File: config.mk
export PLATFORM = sky130hd
export DESIGN_NAME = maj_sweep_ctrl
export DESIGN_NICKNAME = d
export VERILOG_FILES = /design/src/rtl/maj_sweep_ctrl.sv
export SDC_FILE = /design/constraint.sdc
export NUM_CORES = 1
export LEC_CHECK = 0
export ABC_AREA = 0
export BUFFER_PORTS_ARGS = -buffer_cell sky130_fd_sc_hd__buf_2
export CAP_MARGIN = 20
export CORE_UTILIZATION = 40
export DETAILED_ROUTE_END_ITERATION = 8
export GPL_ROUTABILITY_DRIVEN = 0
export MAX_ROUTING_LAYER = met4
export PLACE_DENSITY_LB_ADDON = 0.25
export SETUP_SLACK_MARGIN = 0.1
export SLEW_MARGIN = 20
export SYNTH_ARGS = -nofsm -noshare
export SYNTH_HDL_FRONTEND = slang
export SYNTH_SLANG_ARGS = --single-unit
File: constraint.sdc
create_clock -name clk -period 1.31 [get_ports clk]
set_input_delay 0 -clock clk [delete_from_list [all_inputs] [get_ports clk]]
set_output_delay 0 -clock clk [all_outputs]
set_load 0.05 [all_outputs]
File: src/rtl/maj_sweep_ctrl.sv
// maj_sweep_ctrl: walks all 128 patterns of a 7-input function through an
// external evaluator and assembles its truth table and onset size.
// Latency: start at edge T gives res_valid from cycle T+129+EVAL_LAT; the sweep never stalls.
// Backpressure: the result is held in DONE until res_valid & res_ready.
//
// Ports:
//   clk, rst           - clock, synchronous active-high reset
//   start, abort       - begin a sweep (IDLE only) / cancel (SWEEP or DRAIN only)
//   x_out, x_valid     - pattern issued to the evaluator
//   f_in               - evaluator result, EVAL_LAT cycles behind x_out
//   busy               - sweep in progress or result pending
//   tt, ones_cnt       - truth table (bit i = f(i)) and its popcount
//   res_valid, res_ready - result handshake
module maj_sweep_ctrl #(
    parameter int EVAL_LAT = 1
) (
    input  logic         clk,
    input  logic         rst,
    input  logic         start,
    input  logic         abort,
    output logic [6:0]   x_out,
    output logic         x_valid,
    input  logic         f_in,
    output logic         busy,
    output logic [127:0] tt,
    output logic [7:0]   ones_cnt,
    output logic         res_valid,
    input  logic         res_ready
);

    typedef enum logic [1:0] {
        IDLE  = 2'd0,
        SWEEP = 2'd1,
        DRAIN = 2'd2,
        DONE  = 2'd3
    } state_t;

    // Count value on the last DRAIN cycle; unused when EVAL_LAT is 0.
    localparam logic [1:0] DRAIN_LAST = (EVAL_LAT > 0) ? 2'(EVAL_LAT - 1) : 2'd0;

    state_t     state;
    state_t     state_nxt;
    logic [6:0] index;
    logic [1:0] drain_cnt;
    logic       flush;
    logic       cap_vld;
    logic [6:0] cap_idx;

    // Abort discards everything still in flight toward the evaluator.
    assign flush = abort && (state == SWEEP || state == DRAIN);

    // ------------------------------------------------------------------
    // FSM: state register
    // ------------------------------------------------------------------
    always_ff @(posedge clk) begin
        if (rst) begin
            state <= IDLE;
        end else begin
            state <= state_nxt;
        end
    end

    // ------------------------------------------------------------------
    // FSM: next-state logic
    // ------------------------------------------------------------------
    always_comb begin
        state_nxt = state;
        unique case (state)
            IDLE: begin
                if (start) begin
                    state_nxt = SWEEP;
                end
            end
            SWEEP: begin
                if (abort) begin
                    state_nxt = IDLE;
                end else if (index == 7'd127) begin
                    state_nxt = (EVAL_LAT > 0) ? DRAIN : DONE;
                end
            end
            DRAIN: begin
                if (abort) begin
                    state_nxt = IDLE;
                end else if (drain_cnt == DRAIN_LAST) begin
                    state_nxt = DONE;
                end
            end
            DONE: begin
                if (res_ready) begin
                    state_nxt = IDLE;
                end
            end
            default: state_nxt = IDLE;
        endcase
    end

    // ------------------------------------------------------------------
    // FSM: outputs
    // ------------------------------------------------------------------
    always_comb begin
        x_valid   = (state == SWEEP);
        x_out     = (state == SWEEP) ? index : 7'd0;
        busy      = (state != IDLE);
        res_valid = (state == DONE);
    end

    // ------------------------------------------------------------------
    // Delay line aligning (x_valid, index) with the evaluator output
    // ------------------------------------------------------------------
    if (EVAL_LAT == 0) begin : g_no_delay
        // Evaluator is combinational: capture in the issue cycle.
        assign cap_vld = x_valid;
        assign cap_idx = x_out;
    end else begin : g_delay
        logic [EVAL_LAT-1:0] dl_vld;
        logic [6:0]          dl_idx [EVAL_LAT];

        always_ff @(posedge clk) begin
            if (rst || flush) begin
                dl_vld <= '0;
            end else begin
                dl_vld[0] <= x_valid;
                for (int i = EVAL_LAT - 1; i > 0; i--) begin
                    dl_vld[i] <= dl_vld[i-1];
                end
            end
        end

        // Index stages need no reset: they are only consumed with their valid.
        always_ff @(posedge clk) begin
            dl_idx[0] <= x_out;
            for (int i = EVAL_LAT - 1; i > 0; i--) begin
                dl_idx[i] <= dl_idx[i-1];
            end
        end

        assign cap_vld = dl_vld[EVAL_LAT-1];
        assign cap_idx = dl_idx[EVAL_LAT-1];
    end

    // ------------------------------------------------------------------
    // Pattern index, drain counter and result capture
    // ------------------------------------------------------------------
    always_ff @(posedge clk) begin
        if (rst) begin
            index     <= 7'd0;
            drain_cnt <= 2'd0;
            tt        <= '0;
            ones_cnt  <= 8'd0;
        end else begin
            if (state == IDLE && start) begin
                index    <= 7'd0;
                tt       <= '0;
                ones_cnt <= 8'd0;
            end else begin
                if (state == SWEEP) begin
                    index <= index + 7'd1;
                end
                if (cap_vld) begin
                    tt[cap_idx] <= f_in;
                    // Saturate: the count can never legitimately exceed 128.
                    if (f_in && ones_cnt != 8'd128) begin
                        ones_cnt <= ones_cnt + 8'd1;
                    end
                end
            end

            if (state == SWEEP) begin
                drain_cnt <= 2'd0;
            end else if (state == DRAIN) begin
                drain_cnt <= drain_cnt + 2'd1;
            end
        end
    end

endmodule

# == Word level (Yosys, flattened, before mapping) ==
# Memory sizes are Yosys's and may differ from the RTL's.
# Index checks and enable logic that the tools add are counted.
# op_classes
n_mux,11
add_sub_neg,3
order_cmp,2
n_eq_ne,9
n_reduce_logical,13
# ops
op,n
$bwmux W128,1
$mux W2,6
$add A8 B1 Y8 const B,1
$lt A7 B8 Y1 const B,1
$ne A8 B8 Y1 const B,1
$pmux W2 S4,1
$add A7 B1 Y7 const B,1
$demux W1 S7,1
$eq A7 B7 Y1 const B,1
$ge A7 B1 Y1 const B,1
$mux W7,1
$ne A3 B2 Y1 const B,2
$eq A2 B2 Y1 const B,2
$logic_and A1 B1 Y1,4
$logic_not A2 Y1,2
$reduce_and A4 Y1,1
$reduce_or A2 Y1,2
$add A2 B1 Y2 const B,1
$eq A2 B1 Y1 const B,1
$logic_or A1 B1 Y1,2
$ne A2 B1 Y1 const B,1
$ne A2 B2 Y1 const B,1
$reduce_and A2 Y1,1
$reduce_bool A2 Y1,1
$mux W1,1
# totals
ramBits,7
input_bits,6
ff_bits,148
out_inout_bits,146
mem_count,1
# memory_table
name,words,word_bits,rd,rd_ports_with_merged_regs,wr,line_no,text
g_delay.dl_idx,1,7,1,0,1,116,logic [6:0] dl_idx [EVAL_LAT];

# == Logic depth before layout (Yosys ltp) ==
# Gate-level depths: netlist of the first run.
# depth
word_depth,5
ltp_mapped,8
mapped_depth_nobuf,7

# == Worst setup path before layout of the first run ==
# Ideal clock, no wire load.
# synth_timing
kind,reg2reg
start,reg state[1]
end,mem g_delay.dl_idx[0][5]
setup_time_ns,0.167
t_arrival_ns,1.878
n_path_buf,2
required_ns,1.143
slack_ns,-0.735
stages_incl_launch_ff,6
cell_sequence,dfxtp_1 inv_1 ha_1 clkbuf_1 clkbuf_1 and2_1
# synth_via
elab_chain_len,2
# synth_rtl
item,line_no,text
from (decl),41,state_t state;
from (signal assigned),59,state <= state_nxt;
$eq A2 B1 Y1,--,
via x_valid,22,"output logic x_valid,"
$mux W7,102,x_out = (state == SWEEP) ? index : 7'd0;
via x_out[5],21,"output logic [6:0] x_out,"
to (decl),116,
# The timed path passes the listed nets, and every way through them passes these cells.

# == Worst setup path after layout of the first run ==
# layout_timing
start,reg state[0]
end,out x_out[5]
# layout_via
elab_chain_len,2
# layout_rtl
item,line_no
$eq A2 B1 Y1,102
$mux W7,102
to (decl),21
# Every way passes these cells.

==> results_dict.tcl, run 1 <==
set metrics [dict create \
    fin_crit_ns 1.54 \
    drc 0 \
    yosys-top-cells-count "dfxtp_1 (155), nand3_1 (136), a21oi_1 (126)" \
    critPathCaptureType "primary output" \
    cts_buffer_depth 2 \
    grt_pass1_vias 6336 \
    ios 152 \
    relSlewSlack_pct 76.7 \
    p_per_area_nw_per_um2 1030 \
    status "complete, but fails checks" \
    slowest_stage "dfxtp_4" \
    finalWorstSetupSlack_ns -0.230 \
    synth_most_common_cell "dfxtp_1" \
    cts_tree "done" \
    worstHoldPathType "in2reg" \
    post-route-util_pct 72.5 \
    dieArea_um2 16400 \
    slew_viol_final 0 \
    root_buffer "clkbuf_16" \
    synth_cell_types 43 \
    syn_area_um2 6360 \
    clk_pin_slew_ns 0.06 \
    numCtsBuffers 17 \
    synth_cells 762 \
    ir_drop_uv 983 \
    ys.flop_type "dfxtp_1" \
    timing.hold.ws_ns 0.156 \
    failed_checks "setup timing" \
    dp.cells 1158 \
    antenna_found_initial 0 \
    wl_mm 27.0 \
    cts_max_level 4 \
    fillers 1085 \
    synth_area_leaders "dfxtp_1 (49%), nand3_1 (11%), a21oi_1 (9.9%)" \
    critPathMaxStageDelay_ns 0.36 \
    max_slew.worst_pin.slew_ns 0.349 \
    synth.largest_area_cell "dfxtp_1" \
    dp_hpwl_mm 13.8 \
    critPathKind "reg2out" \
    maxCapViolCount 0 \
    nets 1044 \
    finalHoldViolCount 0 \
    finalSetupViolCount 154 \
    synth.avg_cell_area_um2 8.35 \
    rows 45 \
    coreArea_um2 15400 \
    startpoint_type "register" \
    die_y_um 128 \
    max_freq_mhz 649 \
    cp.arrival_ns 1.54 \
    min_period_over_period_pct 118 \
    stdcell_count 1252 \
    regToRegSetupSlack_ns -0.20 \
    wl_per_cell_um 21.6 \
    initial_core_util_pct 41.4 \
    drt_iter0_drc 768 \
    drtAntennaViolNets 0 \
    vias 7383 \
    rsz0062_at_grt "true" \
    globalRouteTotalUtil_pct 28.8 \
    gr-total-overflow 0 \
    synth-seq-cells 155 \
    layout-drive-gt1-share_pct 58.2 \
    diodes 0 \
    ys_async_sr_fraction_pct 0 \
    synth_fp_nets 777 \
    cp_common_cell "buf_6" \
    synth_top_area_share_pct 48.8 \
    power_leakage_nw 4.18 \
    synth_edf_count 0 \
    fp.dieW_um 128 \
    cp_max_fo 6 \
    syn_to_final_growth_pct 75.0 \
    viasPerCell 5.90 \
    path_cells "buf_6, ha_4, buf_6, and2_4, buf_8" \
    yosysWarnings 0 \
    grt_pass1_wl_mm 35.0 \
    clk_latency_ns 0.43 \
    grt_start_max_net_pins 69 \
    seq_area_frac_synth_pct 48.8 \
    dr.pass1.iters 5 \
    clock_skew_ns 0.0102 \
    required_ns 1.31 \
    portBuffers 151 \
    cts_num_sinks 155 \
]
==> path summary, 6_finish.rpt <==
| check | start | end | cells past startpoint |
|---|---|---|---|
| worst min register to register | tt[121]$_SDFFE_PP0P_ | tt[121]$_SDFFE_PP0P_ | 2 |
| worst max register to register | state[0]$_SDFFE_PP0P_ | tt[93]$_SDFFE_PP0P_ | 7 |
| worst max-delay path | state[0]$_SDFFE_PP0P_ | x_out[5] | 5 |
| worst min-delay path | start | state[0]$_SDFFE_PP0P_ | 4 |
==> per-layer routing <==
metal	GRT usage, %	share of wire [%]
met5	-	0
met3	5.55	8.0
met4	9.62	3.2
met2	45.7	48
met1	36.7	41
==> power by group <==
group          internal [W]  switching [W]
logic              0.000738       0.000840
clock network       0.00309        0.00202
registers           0.00472      0.0000259
total               0.00855        0.00288
==> flip-flops by register name, summed over array words and instances (netlist names) <==
signal / count
tt: 128
cap_vld: 1
ones_cnt: 8
drain_cnt: 2
state: 2
g_delay.dl_idx: 7
index: 7
==> cell type report <==
type / instances / area (µm²) / share of cell area, %
repair buffers: 302 / 2750 / 24.7
inverters: 13 / 66.3 / 0.595
well taps: 211 / 264 / 2.37
clock buffers: 20 / 458 / 4.11
multi-input cells: 540 / 4300 / 38.6
flip-flops and latches: 155 / 3150 / 28.3
clock inverters: 11 / 141 / 1.27
==> layout by cell type, fill, tap and decap left out, types with 7 or more instances in the layout <==
cell / instances
buf_2: 140
dfxtp_1: 136
a21oi_2: 114
nand3_1: 107
buf_4: 70
o21ai_0: 59
o21ai_1: 59
buf_6: 33
clkbuf_16: 29
buf_12: 27
nand3_2: 19
nor2_4: 17
nor2_2: 12
buf_8: 12
nand4_1: 11
nand3_4: 11
a21oi_1: 11
dfxtp_4: 11
mux2i_1: 10
nor2_1: 9
nand2_2: 8
dfxtp_2: 8
inv_1: 7
==> logic make-up (layout without fill, tap and decap cells) <==
logic type,count (synthesis),count (layout),synth area share (%)
buffers and inverters,71,346,4.89
XOR/XNOR,11,11,1.51
adder cells (fa/ha/maj),9,9,1.77
AO/OA/AOI/OAI,256,259,20.5
AND/OR/NAND/NOR,248,249,20.7
multiplexers,12,12,1.89
flip-flops,155,155,48.8
==> critical path: cells and delay by family, from the launching register on <==
family	cells	cell delay, ns
adder cells (fa/ha/maj)	1	0.18
buffers and inverters	3	0.38
flip-flops	1	0.36
AND/OR/NAND/NOR	1	0.17
==> through the flow <==
step                      cell area, µm²  setup WS, ns  TNS (ns)  power, W
after floorplan                     6950        -0.196     -1.78   0.00543
after global placement              8370        -0.234     -4.25   0.00560
after detailed placement            8370        -0.134     -5.86   0.00560
after CTS                           9600        -0.174     -9.71    0.0108
after global routing               11100        -0.264    -24.44    0.0117
final                              11100        -0.230    -20.16    0.0114
==> timing repair <==
item | 4_1_cts | 5_1_grt
cloned | 8 | 14
endpoints found under the hold margin | 8 | 0
resized for setup | 85 | 286
hold buffers | 4 | 0
pin swaps | 18 | 48
buffers inserted | 14 | 23
endpoints found under the setup margin | 155 | 156
(Power assumes the default switching activity.)
==> run 2: changes to the inputs <==
--- a/config.mk
+++ b/config.mk
@@ -18,3 +18,4 @@
 export SYNTH_ARGS = -nofsm -noshare
 export SYNTH_HDL_FRONTEND = slang
 export SYNTH_SLANG_ARGS = --single-unit
+export TNS_END_PERCENT = 20
==> run 2 against run 1 <==
Compared with the run above: the run still ends with setup timing left; count of clock-buffer cells in the layout increased by 1; largest power group unchanged; global-route usage decreased by 0.56 points; utilization decreased by 9.2 points; worst setup slack improved by 0.071 ns.
==> results_dict.tcl, run 2 (synthesis gave the netlist of run 1 again) <==
set metrics [dict create \
    path_depth 5 \
    status "complete, but fails checks" \
    fin_crit_ns 1.47 \
    diodes 0 \
    grt_pass1_vias 6462 \
    die_y_um 128 \
    viasPerCell 5.48 \
    ff2ff_path_depth 7 \
    final_common_cell "buf_2" \
    ios 152 \
    required_ns 1.31 \
    critPathTopFamily "buffers and inverters" \
    drtAntennaViolNets 0 \
    dp_slack_ns -0.208 \
    largest-register "tt" \
    slowest_stage "dfxtp_2" \
    clock_skew_ns 0.00910 \
    post-route-util_pct 63.2 \
    finalWorstSetupSlack_ns -0.159 \
    largest_reg_flops 128 \
    p_sw_share_pct 23.3 \
    relSlewSlack_pct 77.8 \
    regToRegSetupSlack_ns -0.12 \
    worstHoldPathType "in2reg" \
    gr-total-overflow 0 \
    root_buffer "clkbuf_16" \
    pwr-share-comb_pct 9.5 \
    critPathMaxStageDelay_ns 0.33 \
    p_sw_w 0.00259 \
    dr.pass1.iters 5 \
    clk_pin_slew_ns 0.06 \
    fin_setup_tns_ns -12.37 \
    cp.arrival_ns 1.47 \
    initial_core_util_pct 41.4 \
    globalRouteTotalUtil_pct 28.2 \
    critPathKind "reg2out" \
    power_frac_seq_pct 42.6 \
    cp_common_cell "buf_6" \
    rr_endpoint "tt[25]$_SDFFE_PP0P_" \
    cp.buffers_inverters 3 \
    clk_latency_ns 0.43 \
    fillers 1295 \
    numCtsBuffers 17 \
    grt_start_max_net_pins 74 \
    min_period_over_period_pct 112 \
    crit_start "state[0]$_SDFFE_PP0P_" \
    intPower_w 0.00852 \
    fp.dieW_um 128 \
    cts_buffer_depth 2 \
    rows 45 \
    pwr-share-clk_pct 47.9 \
    cts_max_level 4 \
    cp_max_fo 6 \
    power_leakage_nw 3.80 \
    nets 1020 \
    multi_input_area_um2 3480 \
    layout-drive-gt1-share_pct 46.5 \
    r2r_start "state[1]$_SDFFE_PP0P_" \
    cts_tree "done" \
    final_cell_mix "buf_2 (140), dfxtp_1 (137), nand3_1 (132)" \
    cts_num_sinks 155 \
    p_per_area_nw_per_um2 1140 \
    antenna_found_initial 0 \
    cp-endpoint "x_out[5]" \
    finalHoldViolCount 0 \
    finalSetupViolCount 135 \
    path_cells "buf_6, ha_4, buf_6, and2_4, buf_8" \
    seq_area_um2 3150 \
    critPathCaptureType "primary output" \
    failed_checks "setup timing" \
    drc 0 \
    vias 6733 \
    max_freq_mhz 681 \
    syn_to_final_growth_pct 52.7 \
    startpoint_type "register" \
    dp_hpwl_mm 13.8 \
    slew_viol_final 0 \
    ir_drop_uv 889 \
    portBuffers 151 \
    wl_per_cell_um 18.3 \
    drt_iter0_drc 564 \
    wl_mm 22.4 \
    reg_top3 "tt: 128 flops, ones_cnt: 8 flops" \
    coreArea_um2 15400 \
    max_slew.worst_pin.slew_ns 0.333 \
    grt_pass1_wl_mm 34.5 \
    maxCapViolCount 0 \
    dieArea_um2 16400 \
    rsz0062_at_grt "true" \
]
==> run 2: changes by cell type in the layout (fill, tap and decap cells not counted), sizes merged <==
| cell | change |
|---|---|
| a21o | -2 |
| buf | -9 |
| nand3 | -1 |
| clkinv | -1 |
| clkbuf | -11 |
| inv | -1 |
| bufinv | +1 |
| clkinvlp | +1 |
==> run 2: per-layer routing <==
layer,GRT usage (%),routed length (µm)
met1,36.8,10200
met2,43.7,10500
met3,6.26,1420
met4,8.58,347
met5,-,0
==> run 2: how the worst min path moves through the flow <==
| stage | startpoint | endpoint | slack, ns | cells after the start |
|---|---|---|---|---|
| after detailed placement | abort | cap_vld$_SDFF_PP0_ | 0.26 | 2 |
| after floorplan | rst | drain_cnt[0]$_SDFFE_PP0N_ | 0.08 | 1 |
| after global routing | start | tt[120]$_SDFFE_PP0P_ | 0.05 | 3 |
| after global placement | abort | cap_vld$_SDFF_PP0_ | 0.26 | 2 |
| final | start | tt[120]$_SDFFE_PP0P_ | 0.04 | 3 |
| after CTS | start | state[0]$_SDFFE_PP0P_ | 0.07 | 4 |
==> run 2: metrics by stage <==
stage	instances	hold WS (ns)	power (W)	cell area [µm²]
floorplan	762	0.0766	0.00531	6490
global placement	1175	0.256	0.00557	8190
detailed placement	1175	0.257	0.00557	8190
CTS	1227	0.0676	0.0111	9490
global route	1229	0.0470	0.0114	9720
finish	1229	0.0435	0.0111	9720
==> run 2: worst reg2reg max path, delay by kind of cell (launching register included) <==
kind | cells | cell delay (ns)
compound gates | 2 | 0.37
buf+inv | 4 | 0.47
fa+ha+maj | 1 | 0.17
flops | 1 | 0.36
==> run 2: final cells by class <==
| type | instances | share of cell area (%) |
|---|---|---|
| inverters | 13 | 0.631 |
| multi-input cells | 537 | 35.8 |
| well taps | 211 | 2.72 |
| repair buffers | 281 | 22.0 |
| clock buffers | 21 | 4.85 |
| flip-flops and latches | 155 | 32.4 |
| clock inverters | 11 | 1.70 |
==> run 2: power groups by stage <==
| stage | sequential, W | clock [W] | combinational (W) |
|---|---|---|---|
| 2_1_floorplan | 0.00486 | 0 | 0.000449 |
| 3_3_place_gp | 0.00485 | 0 | 0.000721 |
| 3_5_place_dp | 0.00485 | 0 | 0.000720 |
| 4_1_cts | 0.00473 | 0.00536 | 0.000968 |
| 5_1_grt | 0.00474 | 0.00558 | 0.00110 |
| 6_report | 0.00474 | 0.00533 | 0.00105 |
==> run 2: what timing repair did <==
action / CTS / global route
cloned: 4 / 0
buffers inserted: 12 / 2
gates resized for setup: 140 / 90
endpoints found under the setup margin: 155 / 158
pin swaps: 10 / 14
hold buffers: 4 / 0
endpoints found under the hold margin: 6 / 0
